<file path="config.mk">
export PLATFORM = sky130hd
export DESIGN_NAME = hdr_field_scheduler
export DESIGN_NICKNAME = d
export VERILOG_FILES = /design/src/rtl/hdr_field_scheduler.sv
export SDC_FILE = /design/constraint.sdc
export NUM_CORES = 1
export LEC_CHECK = 0
export ABC_AREA = 1
export BUFFER_PORTS_ARGS = -buffer_cell sky130_fd_sc_hd__buf_2
export CORE_UTILIZATION = 33
export CTS_CLUSTER_DIAMETER = 40
export DETAILED_ROUTE_END_ITERATION = 7
export MAX_ROUTING_LAYER = met4
export PLACE_DENSITY = 0.75
export SLEW_MARGIN = 20
export SYNTH_ARGS = -nofsm -noshare
export SYNTH_HDL_FRONTEND = slang
export SYNTH_SLANG_ARGS = --single-unit
</file>
<file path="constraint.sdc">
create_clock -name clk -period 1.8 [get_ports clk]
set_clock_uncertainty 0.05 [all_clocks]
set_input_delay 0.09 -clock clk [delete_from_list [all_inputs] [get_ports clk]]
set_output_delay 0.09 -clock clk [all_outputs]
set_load 0.1 [all_outputs]
</file>
<file path="src/rtl/hdr_field_scheduler.sv">
// Header-field scheduler: serves per-requester field segments in ascending index order into one field stream.
// Latency: pkt_start to first field on valid_o is 3 cycles; every segment switch costs one SEL bubble.
// Backpressure: a single output register holds while valid_o=1 and hdr_ready_i=0; requesters then see req_ready_o=0.
module hdr_field_scheduler #(
  parameter int NUM_REQ    = 4,
  parameter int BIT_CNT_W  = 6,
  parameter int HDR_DATA_W = 32
) (
  input  logic                            clk,
  input  logic                            rst,
  input  logic                            pkt_start_i,
  input  logic [NUM_REQ-1:0]              pkt_mask_i,
  input  logic [NUM_REQ-1:0]              req_valid_i,
  input  logic [NUM_REQ-1:0]              req_last_i,
  input  logic [NUM_REQ-1:0]              req_zero_i,
  input  logic [NUM_REQ-1:0]              req_ones_i,
  input  logic [NUM_REQ*BIT_CNT_W-1:0]    req_bit_cnt_i,
  input  logic [NUM_REQ*HDR_DATA_W-1:0]   req_data_i,
  output logic [NUM_REQ-1:0]              req_ready_o,
  output logic                            valid_o,
  output logic                            hdr_last_o,
  output logic                            insert_zero_o,
  output logic                            insert_ones_o,
  output logic [BIT_CNT_W-1:0]            bit_cnt_o,
  output logic [HDR_DATA_W-1:0]           hdr_data_o,
  input  logic                            hdr_ready_i,
  output logic                            busy_o,
  output logic                            done_o,
  output logic                            err_o
);

  localparam int GW = (NUM_REQ > 1) ? $clog2(NUM_REQ) : 1;

  typedef enum logic [1:0] {
    IDLE = 2'd0,
    SEL  = 2'd1,
    XFER = 2'd2,
    DONE = 2'd3
  } state_t;

  state_t                  state_q, state_d;
  logic [NUM_REQ-1:0]      pending_q, pending_d;
  logic [GW-1:0]           grant_q, grant_d;

  logic                    valid_q, valid_d;
  logic                    last_q, last_d;
  logic                    zero_q, zero_d;
  logic                    ones_q, ones_d;
  logic [BIT_CNT_W-1:0]    cnt_q, cnt_d;
  logic [HDR_DATA_W-1:0]   data_q, data_d;
  logic                    done_q, done_d;
  logic                    err_q, err_d;

  // Granted requester's field, selected from the packed request buses.
  logic                    g_vld;
  logic                    g_last;
  logic                    g_zero;
  logic                    g_ones;
  logic [BIT_CNT_W-1:0]    g_cnt;
  logic [HDR_DATA_W-1:0]   g_data;
  logic [NUM_REQ-1:0]      grant_oh;

  logic [GW-1:0]           sel_idx;
  logic                    out_rdy;
  logic                    in_xfer;
  logic                    accept;
  logic                    bad_fld;
  logic [NUM_REQ-1:0]      pend_clr;
  logic                    pkt_end;

  // Lowest-index pending requester; masked-off requesters are simply never pending.
  always_comb begin
    sel_idx = '0;
    for (int k = NUM_REQ - 1; k >= 0; k--) begin
      if (pending_q[k]) begin
        sel_idx = GW'(k);
      end
    end
  end

  // Route the granted requester's field onto local signals.
  always_comb begin
    grant_oh          = '0;
    grant_oh[grant_q] = 1'b1;
    g_vld             = req_valid_i[grant_q];
    g_last            = req_last_i[grant_q];
    g_zero            = req_zero_i[grant_q];
    g_ones            = req_ones_i[grant_q];
    g_cnt             = req_bit_cnt_i[grant_q*BIT_CNT_W +: BIT_CNT_W];
    g_data            = req_data_i[grant_q*HDR_DATA_W +: HDR_DATA_W];
  end

  // The output register can take a new field when empty or draining this cycle.
  assign out_rdy  = ~valid_q | hdr_ready_i;
  assign in_xfer  = (state_q == XFER);
  assign accept   = in_xfer & g_vld & out_rdy;
  // Oversized counts and contradictory fill flags are flagged but still passed on untouched.
  assign bad_fld  = (32'(g_cnt) > 32'(HDR_DATA_W)) | (g_zero & g_ones);
  assign pend_clr = pending_q & ~grant_oh;
  assign pkt_end  = g_last & (pend_clr == '0);

  // Only the granted requester may see ready, and only while transferring.
  always_comb begin
    req_ready_o = '0;
    if (in_xfer) begin
      req_ready_o[grant_q] = out_rdy;
    end
  end

  // Next-state: FSM, pending set, output register and status flags.
  always_comb begin
    state_d   = state_q;
    pending_d = pending_q;
    grant_d   = grant_q;
    valid_d   = valid_q;
    last_d    = last_q;
    zero_d    = zero_q;
    ones_d    = ones_q;
    cnt_d     = cnt_q;
    data_d    = data_q;
    done_d    = 1'b0;
    err_d     = err_q;

    // Output register: load on accept, otherwise drop the beat once taken.
    if (accept) begin
      valid_d = 1'b1;
      last_d  = pkt_end;
      zero_d  = g_zero;
      ones_d  = g_ones;
      cnt_d   = g_cnt;
      data_d  = g_data;
    end else if (hdr_ready_i) begin
      valid_d = 1'b0;
      last_d  = 1'b0;
    end

    case (state_q)
      IDLE: begin
        if (pkt_start_i && (pkt_mask_i != '0)) begin
          pending_d = pkt_mask_i;
          err_d     = 1'b0;
          state_d   = SEL;
        end
      end
      SEL: begin
        grant_d = sel_idx;
        state_d = XFER;
      end
      XFER: begin
        if (accept) begin
          if (bad_fld) begin
            err_d = 1'b1;
          end
          if (g_last) begin
            pending_d = pend_clr;
            state_d   = pkt_end ? DONE : SEL;
          end
        end
      end
      DONE: begin
        // Wait for the final beat to be taken before signalling completion.
        if (!valid_q || hdr_ready_i) begin
          done_d  = 1'b1;
          state_d = IDLE;
        end
      end
      default: begin
        state_d = IDLE;
      end
    endcase
  end

  // State registers with synchronous reset; reset discards any in-flight beat.
  always_ff @(posedge clk) begin
    if (rst) begin
      state_q   <= IDLE;
      pending_q <= '0;
      grant_q   <= '0;
      valid_q   <= 1'b0;
      last_q    <= 1'b0;
      zero_q    <= 1'b0;
      ones_q    <= 1'b0;
      cnt_q     <= '0;
      data_q    <= '0;
      done_q    <= 1'b0;
      err_q     <= 1'b0;
    end else begin
      state_q   <= state_d;
      pending_q <= pending_d;
      grant_q   <= grant_d;
      valid_q   <= valid_d;
      last_q    <= last_d;
      zero_q    <= zero_d;
      ones_q    <= ones_d;
      cnt_q     <= cnt_d;
      data_q    <= data_d;
      done_q    <= done_d;
      err_q     <= err_d;
    end
  end

  assign valid_o       = valid_q;
  assign hdr_last_o    = last_q;
  assign insert_zero_o = zero_q;
  assign insert_ones_o = ones_q;
  assign bit_cnt_o     = cnt_q;
  assign hdr_data_o    = data_q;
  assign busy_o        = (state_q != IDLE);
  assign done_o        = done_q;
  assign err_o         = err_q;

endmodule

</file>
==> impl_results.md, run 1 <==
* Vias/cell at 5.14
* Commonest non-fill, non-tap cells in the layout: buf_2, nand2_1, dfxtp_1, o21ai_1
* Clock slew at reported path FFs at 0.09 ns
* GRT busiest layer: met2
* Max-Cap Viols at 0
* Crit path top cell by count: buf_4
* Fillers at 937
* Critical Path End Type: flop
* Worst path cell trace: buf_4 -> nor2_4 -> clkbuf_4 -> buf_4 -> a22oi_1 -> a41oi_2
* First-pass GRT wire length at 18.5 mm
* Iter 0 DRT Violations at 127
* Hold-fix buffers at CTS at 0
* Cts bufs inserted at 5
* CORE AREA at 9330 um2
* Crit path max-delay family: buffers and inverters
* Root buf cell: clkbuf_8
* Die Height at 100 um
* Starting density of the core at 0.342
* WP data required at 1.98 ns
* Die width at 100 um
* Initial antenna violation count at 1
* Final wirelength at 12.2 mm
* Power share of the combinational group at 0.666
* Sequential area share after synthesis at 0.326
* Final hold slack at 0.0410 ns
* PD cells at 1430 nW/um2
* Max stage delay on crit path at 0.35 ns
* Vias in the first global route at 3895
* TritonCTS clock tree: done
* DP HPWL at 9.33 mm
* Yosys synthesis warning count at 0
* Met2 usage at 0.422
* Max Buffers Root-to-Sink at 2
* Crit path launch type: flop
* Total global routing overflow at 0
* 1st-pass router iterations at 4
* R2r startpoint: grant_q[0]$_SDFFE_PP0N_
* Clk Latency, worst-skew pair at 0.29 ns
* Commonest non-fill, non-tap cell in the layout: buf_2
* Residual DRC at 0
* Synth unique cells at 26
* Slew @ Worst Pin at 0.514 ns
* GR Util met3 at 0.0425
* Via count at 4021
* Total power at 0.00677 W
* Gr usage total at 0.239
* Kind of critical path: reg -> reg
* Net Sw Power at 0.00391 W
* Die ar. at 10100 um2
* Worst Hold Class: in -> reg
* Wire length per cell at 15.6 um
* Outcome: completed
* Worst vdd ir at 0.799 mV
* Sequential share of power at 0.244
* Total Nets Final at 831
* Port bufs at 224
* Min-delay src: req_data_i[71]
* Final hold vios at 0
* # setup viols final at 0
* F_max at 0.579 GHz
* Leading area contributor after synthesis: dfxtp_1
* Area contributors post-synth: dfxtp_1, a41oi_2, nand2_1, a22oi_1, o21ai_1
* Post-Synthesis Cells at 427
* Relative slew slack at 0.660
* Antenna-violating nets left at 0
* # IOs at 225
* Area grow syn2layout at 48.7%
* Multi-input gate area at 1950 um2
* Yosys reg bits at 52
* Seq. cell area at 1040 um2
* RSZ-0062 raised after global routing: true
* Clock sink count at 52
* Share of layout cells above drive strength 1 at 0.475
* Clock group share of total power at 0.090
* Fin crit share at 0.960
* Gpl congestion at 0.876
* Post-layout minimum cycle time at 1.73 ns
* Syn Area/Cell at 7.48 um2
* CP max-delay cell: dfxtp_2
* Largest net degree at the start of global routing at 53
* Int Pwr at 0.00286 W
* CP arrival at 1.91 ns
* Beginning of the critical path: grant_q[0]$_SDFFE_PP0N_
* Bufs and invs on worst path at 3
* Switch share at 0.577
* Post-synthesis net count at 603
* Post-synthesis cell area at 3190 um2
* M1 GR Usage at 0.275
* Crit-path max FO at 17
* Synth top area share at 0.326
* H-tree Lvls at 2
* Pleak at 2.21 nW
* Pins Over Slew Limit at 0
* FP Rows at 35
## cells in the mapped netlist (all sizes together)
master and n:
clkbuf 11, buf 18, nand3 16, nor3 2
nand2 140, o21ai 48, dfxtp 52, o211ai 1
inv 21, o21bai 1, a21oi 14, clkinv 1
a211oi 1, a41oi 32, nor2 33, a22oi 33
nand4 3
## kinds of logic (layout without fill, tap and decap cells)
family | Yosys count | after routing | synth area share
flops | 52 | 52 | 0.326
compound gates | 130 | 130 | 0.348
other cells | 0 | 1 | 0
buf+inv | 51 | 277 | 0.0784
simple gates | 194 | 194 | 0.248
## per-stage QoR
| stage | setup slack [ns] | std cells | instance area [um2] | util | setup TNS (ns) |
|---|---|---|---|---|---|
| 2_1_floorplan | 0.125 | 427 | 3220 | - | 0 |
| 3_3_place_gp | 0.0470 | 769 | 4580 | 0.491 | 0 |
| 3_5_place_dp | 0.0356 | 769 | 4580 | 0.491 | 0 |
| 4_1_cts | 0.00558 | 774 | 4650 | 0.498 | 0 |
| 5_1_grt | -0.0271 | 783 | 4750 | 0.509 | -0.0876 |
| 6_report | 0.0719 | 783 | 4750 | 0.509 | 0 |
## state kept, by name, summed over array words and instances (netlist names)
register	cells
done_o	1
valid_o	1
state_q	2
insert_ones_o	1
insert_zero_o	1
err_o	1
hdr_last_o	1
bit_cnt_o	6
hdr_data_o	32
grant_q	2
pending_q	4
## final timing paths
| kind | end | slack, ns | cells past startpoint |
|---|---|---|---|
| min | hdr_data_o[7]$_SDFFE_PP0P_ | 0.04 | 3 |
| max reg2reg | hdr_data_o[3]$_SDFFE_PP0P_ | 0.07 | 6 |
| max | hdr_data_o[3]$_SDFFE_PP0P_ | 0.07 | 6 |
| min reg2reg | err_o$_SDFFE_PP0P_ | 0.40 | 2 |
## layout make-up
class / count / area share
Multi-Input combinational cell: 324 / 0.411
Timing Repair Buffer: 250 / 0.302
Sequential cell: 52 / 0.220
Tap cell: 129 / 0.0340
Inverter: 22 / 0.0179
Clock buffer: 5 / 0.0145
Antenna cell: 1 / 0.000527
## timing repair
action | in CTS | in global routing
buffers inserted | 0 | 7
pin swaps | 2 | 3
gates resized for setup | 0 | 9
hold endpoints to repair | 0 | 0
cloned | 0 | 1
endpoints found under the setup margin | 2 | 36
## routing by layer
metal / up-vias / part of all wire
li1: 1944 / -
met1: 1850 / 0.41
met2: 206 / 0.49
met3: 21 / 0.076
met4: 0 / 0.020
met5: - / 0
## worst min-delay path, stage by stage
cell and delay, ns:
buf_2 0.09, nand2_1 0.06, a41oi_2 0.10
## power by group through the flow
stage                     clock network [W]  logic [W]  registers, W
after floorplan                           0    0.00177       0.00331
after global placement                    0    0.00433       0.00167
after detailed placement                  0    0.00437       0.00167
after CTS                          0.000635    0.00438       0.00165
after global routing               0.000681    0.00479       0.00169
final                              0.000609    0.00451       0.00166
No activity file was read; power rests on OpenSTA's default activity.
==> inputs of run 2 (changes only) <==
--- a/config.mk
+++ b/config.mk
@@ -7,9 +7,11 @@
 export LEC_CHECK = 0
 export ABC_AREA = 1
 export BUFFER_PORTS_ARGS = -buffer_cell sky130_fd_sc_hd__buf_2
+export CORE_ASPECT_RATIO = 1.5
 export CORE_UTILIZATION = 33
 export CTS_CLUSTER_DIAMETER = 40
 export DETAILED_ROUTE_END_ITERATION = 7
+export HOLD_SLACK_MARGIN = 0.03
 export MAX_ROUTING_LAYER = met4
 export PLACE_DENSITY = 0.75
 export SLEW_MARGIN = 20
==> impl_results.md, run 2 (same netlist as run 1, synthesis figures left out) <==
* Final hold vios at 0
* Kind of critical path: reg -> out
* Die ar. at 10100 um2
* Initial antenna violation count at 0
* Clock sink count at 52
* Largest register FFs at 32
* Post-route core utilization at 0.521
* Iter 0 DRT Violations at 181
* Crit-path max FO at 4
* First-pass GRT wire length at 17.4 mm
* Dpl ws at 0.0323 ns
* Clk Latency, worst-skew pair at 0.29 ns
* DP HPWL at 9.10 mm
* Worst vdd ir at 1.02 mV
* R2r setup slk at 0.11 ns
* Max Buffers Root-to-Sink at 2
* CP arrival at 1.57 ns
* Fin crit share at 0.951
* Post-layout minimum cycle time at 1.71 ns
* Min-Delay Endpoint: hdr_data_o[4]$_SDFFE_PP0P_
* Area grow syn2layout at 51.7%
* Gpl congestion at 0.936
* Pleak at 2.27 nW
* WP data required at 1.66 ns
* Gr usage total at 0.230
* Commonest non-fill, non-tap cells in the layout: buf_2, nand2_1, dfxtp_1, o21ai_1
* Fillers at 925
* CORE AREA at 9310 um2
* Antenna-violating nets left at 0
* Clock slew at reported path FFs at 0.07 ns
* Residual DRC at 0
* Share of layout cells above drive strength 1 at 0.477
* Worst r2r dst: err_o$_SDFFE_PP0P_
* PD cells at 1500 nW/um2
* R2r startpoint: grant_q[0]$_SDFFE_PP0N_
* FP Rows at 43
* RSZ-0062 raised after global routing: true
* Outcome: completed
* Final wirelength at 11.6 mm
* Cts bufs inserted at 5
* Starting density of the core at 0.343
* F_max at 0.584 GHz
* # setup viols final at 0
* Port bufs at 224
* Cells after DPL at 755
* H-tree Lvls at 2
* Wire length per cell at 15.0 um
* Max-Cap Viols at 0
* # IOs at 225
* Vias in the first global route at 3815
* Layout Cells excl Fill at 774
* Via count at 3985
* Commonest non-fill, non-tap cell in the layout: buf_2
* Min setup slack post-route at 0.0889 ns
* Die Height at 122 um
* Worst Hold Class: in -> reg
* Total global routing overflow at 0
* Largest net degree at the start of global routing at 35
* Pins Over Slew Limit at 0
* Relative slew slack at 0.664
* Slew @ Worst Pin at 0.507 ns
* Reg2reg path depth at 11
* Hold Crit Depth at 3
* Total Nets Final at 837
* 1st-pass router iterations at 4
* Critical Path End Type: primary output
* Vias/cell at 5.15
* Crit path launch type: flop
* TritonCTS clock tree: done
* Die width at 82.3 um
* Min-delay src: req_data_i[68]
* Ant. Diodes at 0
* Root buf cell: clkbuf_16
[run 2: how the worst max path moves through the flow]
stage	start	to	slack, ns	depth (start not counted)
after detailed placement	grant_q[1]$_SDFFE_PP0N_	err_o$_SDFFE_PP0P_	0.03	11
final	state_q[0]$_SDFFE_PP0P_	req_ready_o[2]	0.09	6
after global routing	grant_q[0]$_SDFFE_PP0N_	err_o$_SDFFE_PP0P_	-0.03	12
after floorplan	valid_o$_SDFFE_PP0P_	hdr_data_o[0]$_SDFFE_PP0P_	0.12	8
after CTS	grant_q[1]$_SDFFE_PP0N_	err_o$_SDFFE_PP0P_	0.003	11
after global placement	grant_q[1]$_SDFFE_PP0N_	err_o$_SDFFE_PP0P_	0.04	11
[run 2: metrics by stage]
stage	total power [W]	setup TNS (ns)	hold WS, ns	cell area [um2]
2_1_floorplan	0.00508	0	0.102	3220
3_3_place_gp	0.00597	0	0.311	4570
3_5_place_dp	0.00605	0	0.313	4570
4_1_cts	0.00715	0	0.0414	4740
5_1_grt	0.00764	-0.0252	0.0489	4840
6_report	0.00727	0	0.0488	4840
[run 2: metal layers]
layer,wire length (um),global-route usage
met4,420,0.0954
met1,4490,0.250
met3,647,0.0260
met5,0,-
met2,6050,0.413
[run 2: where the power goes]
part	switching (W)	leakage [nW]	internal, W
registers	0.000194	0.426	0.00146
logic	0.00337	1.76	0.00115
clock network	0.000428	0.0808	0.000655
[run 2: worst max-delay path, stage by stage, from the launching register on]
cell	delay [ns]
dfxtp_1	0.34
inv_1	0.08
nand2_1	0.07
nor2_1	0.28
inv_2	0.17
nor2_4	0.16
buf_12	0.19
[run 2: repair_timing]
item / CTS / global route
setup buffers: 0 / 8
endpoints found under the hold margin: 6 / 0
hold buffers: 1 / 0
endpoints found under the setup margin: 0 / 47
resized for setup: 0 / 9
[run 2: cell type report]
type / instances / area (um2) / area share
clock buffer: 6 / 129 / 0.0266
inverter: 22 / 85.1 / 0.0176
multi-input combinational: 326 / 1970 / 0.406
timing repair buffer: 254 / 1450 / 0.298
tap: 112 / 140 / 0.0289
sequential: 52 / 1040 / 0.216
clock inverter: 2 / 35.0 / 0.00723
